[src/rtl/toupper_stream_arbiter_if.sv]
// Byte-stream handshake bundle shared by the two requesters and the consumer port.
// The producer drives valid/data/last and the consumer drives ready.
interface toupper_stream_arbiter_if;
   logic       valid;
   logic [7:0] data;
   logic       last;
   logic       ready;

   modport master (output valid, data, last, input ready);
   modport slave  (input valid, data, last, output ready);
endinterface

[src/rtl/toupper_stream_arbiter.sv]
// Two-requester, packet-locked round-robin arbiter feeding a shared ASCII
// lowercase-to-uppercase converter with a single registered output stage.
module toupper_stream_arbiter (
   input  logic                            clk,
   input  logic                            rst,
   toupper_stream_arbiter_if.slave         s0,
   toupper_stream_arbiter_if.slave         s1,
   toupper_stream_arbiter_if.master        m,
   input  logic [1:0]                      conv_en,
   output logic                            m_src,
   output logic                            busy
);

   typedef enum logic [1:0] {
      IDLE = 2'd0,
      GNT0 = 2'd1,
      GNT1 = 2'd2
   } state_e;

   state_e     state_q;
   logic       rr_q;
   logic       m_valid_q;
   logic [7:0] m_data_q;
   logic       m_last_q;
   logic       m_src_q;

   logic       out_free;
   logic       rdy0;
   logic       rdy1;
   logic       acc0;
   logic       acc1;
   logic       accept;
   logic       sel_last;
   logic       sel_en;
   logic [7:0] sel_data;
   logic [7:0] m_data_d;

   function automatic logic [7:0] convert(input logic [7:0] d, input logic en);
      if (en && (d >= 8'h61) && (d <= 8'h7A)) return d - 8'h20;
      return d;
   endfunction

   // NOTE: every signal gets a value on every path through always_comb, otherwise a latch is inferred.
   always_comb begin
      out_free = !m_valid_q || m.ready;
      rdy0     = (state_q == GNT0) && out_free;
      rdy1     = (state_q == GNT1) && out_free;
      acc0     = rdy0 && s0.valid;
      acc1     = rdy1 && s1.valid;
      accept   = acc0 || acc1;
      sel_data = acc1 ? s1.data : s0.data;
      sel_last = acc1 ? s1.last : s0.last;
      sel_en   = acc1 ? conv_en[1] : conv_en[0];
      m_data_d = convert(sel_data, sel_en);

      s0.ready = rdy0;
      s1.ready = rdy1;
      m.valid  = m_valid_q;
      m.data   = m_data_q;
      m.last   = m_last_q;
      m_src    = m_src_q;
      busy     = (state_q != IDLE) || m_valid_q;
   end

   // NOTE: sequential state uses non-blocking assignments so every register samples pre-edge values.
   always_ff @(posedge clk) begin
      if (rst) begin
         state_q   <= IDLE;
         rr_q      <= 1'b0;
         m_valid_q <= 1'b0;
         m_data_q  <= 8'h00;
         m_last_q  <= 1'b0;
         m_src_q   <= 1'b0;
      end else begin
         // A new accept reloads the stage; otherwise a consumer handshake empties it.
         if (accept) begin
            m_valid_q <= 1'b1;
            m_data_q  <= m_data_d;
            m_last_q  <= sel_last;
            m_src_q   <= acc1;
         end else if (m.ready) begin
            m_valid_q <= 1'b0;
         end

         case (state_q)
            IDLE: begin
               if (s0.valid && s1.valid) state_q <= rr_q ? GNT1 : GNT0;
               else if (s0.valid)        state_q <= GNT0;
               else if (s1.valid)        state_q <= GNT1;
            end
            GNT0: begin
               if (acc0 && s0.last) begin
                  state_q <= IDLE;
                  rr_q    <= 1'b1;
               end
            end
            GNT1: begin
               if (acc1 && s1.last) begin
                  state_q <= IDLE;
                  rr_q    <= 1'b0;
               end
            end
            default: state_q <= IDLE;
         endcase
      end
   end

endmodule
[src/flat_wrapper.sv]
// flat-port wrapper written by rule: the top's interface ports become plain ports
module toupper_stream_arbiter_flat 
  (clk, rst, conv_en, m_src, busy, s0_valid, s0_data, s0_last, s0_ready, s1_valid, s1_data, s1_last, s1_ready, m_valid, m_data, m_last, m_ready);
  toupper_stream_arbiter_if s0_i ();
  toupper_stream_arbiter_if s1_i ();
  toupper_stream_arbiter_if m_i ();
  input  logic clk;
  input  logic rst;
  input  logic [1:0] conv_en;
  output logic m_src;
  output logic busy;
  input wire logic [$bits(s0_i.valid)-1:0] s0_valid;
  input wire logic [$bits(s0_i.data)-1:0] s0_data;
  input wire logic [$bits(s0_i.last)-1:0] s0_last;
  output wire logic [$bits(s0_i.ready)-1:0] s0_ready;
  input wire logic [$bits(s1_i.valid)-1:0] s1_valid;
  input wire logic [$bits(s1_i.data)-1:0] s1_data;
  input wire logic [$bits(s1_i.last)-1:0] s1_last;
  output wire logic [$bits(s1_i.ready)-1:0] s1_ready;
  output wire logic [$bits(m_i.valid)-1:0] m_valid;
  output wire logic [$bits(m_i.data)-1:0] m_data;
  output wire logic [$bits(m_i.last)-1:0] m_last;
  input wire logic [$bits(m_i.ready)-1:0] m_ready;
  assign s0_i.valid = s0_valid;
  assign s0_i.data = s0_data;
  assign s0_i.last = s0_last;
  assign s0_ready = s0_i.ready;
  assign s1_i.valid = s1_valid;
  assign s1_i.data = s1_data;
  assign s1_i.last = s1_last;
  assign s1_ready = s1_i.ready;
  assign m_valid = m_i.valid;
  assign m_data = m_i.data;
  assign m_last = m_i.last;
  assign m_i.ready = m_ready;
  toupper_stream_arbiter u_core (.clk(clk), .rst(rst), .s0(s0_i), .s1(s1_i), .m(m_i), .conv_en(conv_en), .m_src(m_src), .busy(busy));
endmodule
[config.mk]
export PLATFORM = sky130hd
export DESIGN_NAME = toupper_stream_arbiter_flat
export DESIGN_NICKNAME = d
export VERILOG_FILES = /design/src/rtl/toupper_stream_arbiter_if.sv /design/src/rtl/toupper_stream_arbiter.sv /design/src/flat_wrapper.sv
export SDC_FILE = /design/constraint.sdc
export NUM_CORES = 1
export LEC_CHECK = 0
export CAP_MARGIN = 20
export CORE_MARGIN = 3
export CORE_UTILIZATION = 39
export CTS_CLUSTER_DIAMETER = 50
export DETAILED_ROUTE_END_ITERATION = 7
export PLACE_DENSITY_LB_ADDON = 0.25
export SLEW_MARGIN = 10
export SYNTH_ARGS = -nofsm -noshare
export SYNTH_HDL_FRONTEND = slang
export SYNTH_SLANG_ARGS = --single-unit
[constraint.sdc]
create_clock -name clk -period 2.7 [get_ports clk]
set_input_delay 0.675 -clock clk [delete_from_list [all_inputs] [get_ports clk]]
set_output_delay 0.675 -clock clk [all_outputs]
set_load 0.005 [all_outputs]
==> metrics.txt, run 1 <==
result of the run complete, no violations; Primary FF master, synth sky130_fd_sc_hd__dfxtp_1; CP peak stage delay between 0.4 and 0.5 ns; detailed-route wire length ~2.3 mm; buffers added on ports 38; HPWL reported at the end of detailed placement 1.86 mm; Worst Hold Slack between 0.4 and 0.5 ns; Cells after Synth 102; Clock Sinks 14; number of global-route vias before repair approximately 870; Max FO, Critical Path 3; TritonCTS buffer count 3; number of vias after detailed routing about 920; Min-Delay Path Class flop to flop; post-place setup slack -0.0223 ns; Starting Density between 40% and 50%; DRT Pass-1 Iters 4; top layer used by detailed routing met4; Total Nets Final roughly 170; Worst setup EP type output pin; area added between synthesis and finish 56.7%; number of placed I/O pins 39; Synth Area in Compound Gates a little under a quarter; post-synthesis cell type count 34; routed wire length per instance about 14 µm; startpoint type of the worst setup path input pin; setup total negative slack 0 ns; syn avg cell area between 7 and 8 µm²; Synth Area in Simple Gates ~33%; maxcap violations 0; Die X between 50 and 60 µm; clock insertion delay at the later pin of the skew report between 0.2 and 0.3 ns; fraction of synthesized cell area in xor and xnor cells 0%; cts-stage hold buffer count 0; DR WL met3 143 µm; depth of the CTS H-tree 1; largest vdd supply drop ~0.26 mV; Async S/R FF share, synth 0%; Met2 Wirelength roughly 1.1 mm; cell area after layout 0.00126 mm²; max-slew violation total from the final report 0; total cell area at the placement stage 0.00122 mm²; Die ar. between 0.002 and 0.003 mm²; shortest period the worst path allows around 2.4 ns; CTS root buffer sky130_fd_sc_hd__clkbuf_4; Power per Cell Area approximately 430 mW/mm²; maximum number of buffers from clock root to sink 2; area of the core region around 0.0018 mm²; Ys Warns 0; Critical Path RT 2.03 ns; post-route setup slack 0.269 ns; unrepaired setup endpoints after global routing no; remaining design rule violation count 0; total standard cell area after synthesis ~800 µm²; initial antenna violation count 0; fill cell total of the finished layout between 150 and 200; antenna-violating nets left 0; cell row count 15; RePlAce Congestion 0.867; Syn Nets approximately 130; part of the cycle the worst path needs between 90% and 100%; wire length on met1 roughly 1.0 mm; adder-cell area share of the yosys netlist 1.56%; critical path buffer and inverter count 2; leakage power 0.000461 µW; cell breakdown of the critical path clkdlybuf4s50_1, and2b_4, nor3b_1, dlygate4sd2_1; global-route wire length before repair around 3.7 mm; GRT Util Overall 18.4%; vias per cell roughly 5.4; fmax 411 MHz; layout cell share with drive strength beyond 1 between 9 and 10%; Final Setup Violations 0; number of synthesized register bits 14; maximum number of pins on one net before global-route repair 15; Top Family by Delay on Critical Path buffers and inverters; number of diodes 0; height of the chip just over 50 µm; sequential fraction of the synthesis area roughly a third; remaining global-route overflow 0; highest-delay cell along the critical path sky130_fd_sc_hd__clkdlybuf4s50_1; arrival time at the worst endpoint between 1.5 and 2 ns; CP Class input pin to output pin; actual transition at the worst max-transition pin 0.508 ns; total power about 540 µW; Max-slew headroom about two thirds; worst clock skew on the final layout between 0.009 and 0.01 ns; Final Hold Viols 0; largest family of logic cells by synthesized area simple AND/OR/NAND/NOR gates; TritonCTS clock tree built; DRT iter0 DRCs 18; clock slew at the register clock pins of the worst setup and hold paths around 0.080 ns; EDFF count, synth 0; share of cell area taken by muxes after synthesis 1.25%
## per-layer routing
metal	up-vias	global-route usage, %
met4	0	6.55
met3	2	3.50
met2	34	31.8
li1	458	-
met1	421	22.3
met5	-	0
## timing repair
item,CTS,global route
gates resized for setup,2,0
setup endpoints to repair,2,0
setup buffers,0,0
## cells in the mapped netlist (all sizes together), types with 2 or more instances
master	n	area share, %
buf	3	2.5
clkbuf	2	0.93
dfxtp	14	35
nor2	10	4.7
or4	2	1.9
nand2	21	9.8
or3	2	1.6
inv	4	1.9
a21oi	10	6.7
a211oi	2	1.9
o22ai	2	1.6
nor3	3	3.3
nor3b	2	1.9
a311oi	6	6.5
nor4	2	1.6
o21ai	2	1.2
## layout by cell type, fill, tap and decap left out, drive strengths merged
master          n
o22ai           2
o21ai           2
dfxtp          14
or4             2
buf             5
clkbuf          4
nand4b          1
and4b           1
a311oi          6
a31oi           1
a22oi           1
nor2           10
a211o           1
a221oi          1
nor4            2
o31a            1
or3             2
a211oi          2
nand3           1
and2b           1
mux2i           1
nand3b          1
nor3            3
a21boi          1
and2            1
nor3b           2
nand2b          1
a21oi          10
clkdlybuf4s50  36
inv             4
nand2          21
ha              1
dlygate4sd2     2
## state kept, by name, indices dropped and copies added, names as in the netlist
name and flops:
u_core.state_q 2, u_core.m.last 1, u_core.m_src 1, u_core.m.valid 1
u_core.m.data 8, u_core.rr_q 1
## cells by family after synthesis
kind of cell             after synthesis
AND/OR/NAND/NOR                       49
AO/OA/AOI/OAI                         28
flip-flops                            14
buffers and inverters                  9
multiplexers                           1
adder cells (fa/ha/maj)                1
## final timing paths
kind / slack [ns] / startpoint / cells past startpoint / to
max: 0.27 / m_ready / 4 / s1_ready
min: 0.47 / u_core.m.data[5] / 2 / u_core.m.data[5]
max reg2reg: 0.73 / u_core.state_q[1] / 7 / u_core.m.data[7]
min reg2reg: 0.47 / u_core.m.data[5] / 2 / u_core.m.data[5]
## worst min-delay path: stages, from the launching register on
cell                      delay [ns]
sky130_fd_sc_hd__dfxtp_1        0.32
sky130_fd_sc_hd__nand2_1        0.07
sky130_fd_sc_hd__a21oi_2        0.04
## area by class of cell
| class | count | area [µm²] | area share, % |
|---|---|---|---|
| multi-input cells | 79 | 480 | 38.2 |
| repair buffers | 43 | 415 | 33.0 |
| flip-flops and latches | 14 | 280 | 22.3 |
| clock buffers | 4 | 36.3 | 2.88 |
| well taps | 25 | 31.3 | 2.49 |
| inverters | 4 | 15.0 | 1.19 |
## power breakdown
part	leakage [µW]	total [µW]	internal (µW)	switching, µW
registers	0.000114	238	222	15.4
logic	0.000326	152	92.9	59.5
clock network	0.0000210	151	82.0	69.0
## stage by stage
stage | instances | utilization, %
floorplan | 102 | -
global placement | 165 | 66.6
detailed placement | 165 | 66.6
CTS | 169 | 68.4
global route | 169 | 68.4
finish | 169 | 68.4
Note: power is estimated with default switching activity, not from simulation.
==> run 2: changes to the inputs <==
--- a/config.mk
+++ b/config.mk
@@ -6,11 +6,12 @@
 export NUM_CORES = 1
 export LEC_CHECK = 0
 export CAP_MARGIN = 20
-export CORE_MARGIN = 3
+export CORE_MARGIN = 2
 export CORE_UTILIZATION = 39
 export CTS_CLUSTER_DIAMETER = 50
 export DETAILED_ROUTE_END_ITERATION = 7
 export PLACE_DENSITY_LB_ADDON = 0.25
+export SETUP_SLACK_MARGIN = 0.05
 export SLEW_MARGIN = 10
 export SYNTH_ARGS = -nofsm -noshare
 export SYNTH_HDL_FRONTEND = slang
==> constraint.sdc (replaced) <==
create_clock -name clk -period 2.4 [get_ports clk]
set_input_delay 0.6 -clock clk [delete_from_list [all_inputs] [get_ports clk]]
set_output_delay 0.6 -clock clk [all_outputs]
set_load 0.005 [all_outputs]
==> run 2 against run 1 <==
Effect of this change: clock skew fell by 0.0030 ns; sequential power grew 12%; critical path depth did not move; register-to-register slack got worse by 0.14 ns; global-route usage rose by 1.9 points; via count is 0.44% higher; final cell count increased by 3.6%; clock power rose by 17%; non-clock buffer count is 4 higher; clock-buffer cell count unchanged.
==> metrics.txt, run 2 (synthesized netlist as in run 1, its figures left out) <==
maxcap violations 0; routed wire length per instance roughly 13 µm; remaining design rule violation count 0; Worst Hold Slack about 0.47 ns; Max FO, Critical Path 3; clock insertion delay at the later pin of the skew report 0.30 ns; flip-flop count of the largest register after layout 8; CP Class input pin to output pin; fmax roughly 440 MHz; number of global-route vias before repair 898; Die ar. 0.00244 mm²; Starting Density between 40% and 50%; Worst setup EP type output pin; global-route wire length before repair 3.86 mm; remaining global-route overflow 0; layout cell share with drive strength beyond 1 12.2%; Die X ~49 µm; result of the run complete, no violations; number of placed I/O pins 39; Post-CTS Repair Setup Buffers 0; largest vdd supply drop between 0.3 and 0.4 mV; GRT Util Overall 20.3%; commonest cells after routing, fill and taps aside 36 x sky130_fd_sc_hd__clkdlybuf4s50_1, 21 x sky130_fd_sc_hd__nand2_1, 14 x sky130_fd_sc_hd__dfxtp_1; area added between synthesis and finish 61.5%; Total Nets Final between 150 and 200; actual transition at the worst max-transition pin 0.467 ns; detailed-route wire length ~2.2 mm; Critical Path RT about 1.8 ns; buffers added on ports 38; worst clock skew on the final layout 0.00687 ns; most common library cell in the layout ignoring fill and taps sky130_fd_sc_hd__clkdlybuf4s50_1; HPWL reported at the end of detailed placement around 1.8 mm; antenna-violating nets left 0; DRT iter0 DRCs 12; vias per cell 5.25; Final Setup Violations 0; number of vias after detailed routing 919; DRT Pass-1 Iters 4; part of the cycle the worst path needs 93.8%; Min-Delay Path Class flop to flop; area of the core region a little under 0.002 mm²; RePlAce Congestion 0.898; TritonCTS buffer count 3; unrepaired setup endpoints after global routing no; cell row count 16; Clock Sinks 14; maximum number of buffers from clock root to sink 2; depth of the CTS H-tree 1; arrival time at the worst endpoint 1.65 ns; Power per Cell Area between 400 and 500 mW/mm²; CTS root buffer sky130_fd_sc_hd__clkbuf_4; shortest period the worst path allows around 2.3 ns; leakage power 0.000480 µW; maximum number of pins on one net before global-route repair 14; number of diodes 0; Final Hold Viols 0; clock slew at the register clock pins of the worst setup and hold paths ~0.08 ns; total cell area at the placement stage 0.00126 mm²; Max-slew headroom between 60% and 70%; initial antenna violation count 0; height of the chip between 40 and 50 µm; max-slew violation total from the final report 0; startpoint type of the worst setup path input pin; TritonCTS clock tree built; cell area after layout around 0.0013 mm²; fill cell total of the finished layout ~180
==> run 2: cell types whose count changed in the layout (fill, tap and decap cells not counted) <==
cell	before	now
sky130_fd_sc_hd__buf_4	5	9
sky130_fd_sc_hd__clkdlybuf4s15_1	0	1
sky130_fd_sc_hd__dlygate4sd2_1	2	1
sky130_fd_sc_hd__nor3b_1	2	1
sky130_fd_sc_hd__nor3b_2	0	1
==> run 2: final timing paths <==
path                                        start               end  slack (ns)  depth (start not counted)
worst max-delay path                      m_ready          s1_ready        0.15                          4
worst min-delay path             u_core.m.data[5]  u_core.m.data[5]        0.47                          2
worst max register to register  u_core.state_q[1]  u_core.m.data[7]        0.59                          7
worst min register to register   u_core.m.data[5]  u_core.m.data[5]        0.47                          2
==> run 2: repair_timing <==
item	CTS	global route
gates resized for setup	2	2
hold buffers	0	0
setup endpoints to repair	2	2
pin swaps	0	0
==> run 2: layout make-up <==
cell class / instances / area, µm² / area share [%]
inverters: 4 / 15.0 / 1.16
repair buffers: 47 / 447 / 34.4
flip-flops and latches: 14 / 280 / 21.6
clock buffers: 4 / 36.3 / 2.80
multi-input cells: 79 / 485 / 37.4
well taps: 27 / 33.8 / 2.60
==> run 2: critical path: stages <==
cell	delay, ns
sky130_fd_sc_hd__clkdlybuf4s50_1	0.46
sky130_fd_sc_hd__and2b_4	0.20
sky130_fd_sc_hd__nor3b_1	0.16
sky130_fd_sc_hd__clkdlybuf4s15_1	0.23
==> run 2: metrics by stage <==
stage	setup TNS, ns	total power (µW)	utilization [%]	worst slack (ns)	std cells
6_report	0	621	66.1	0.149	175
5_1_grt	0	658	66.1	0.0516	175
4_1_cts	0	628	65.8	0.124	175
3_5_place_dp	-0.370	453	64.1	-0.154	171
3_3_place_gp	-0.293	450	64.1	-0.131	171
2_1_floorplan	0	343	-	0.303	102
==> run 2: where the power goes <==
group	switching, µW	internal, µW	leakage, µW
logic	67.8	111	0.000344
clock network	83.1	92.7	0.0000210
registers	16.9	250	0.000114
total	168	453	0.000480
==> run 2: layer usage <==
layer / GRT usage, % / routed length [µm]
met2: 35.8 / 1110
met4: 5.56 / 19
met3: 6.75 / 181
met1: 23.1 / 923
met5: 0 / 0
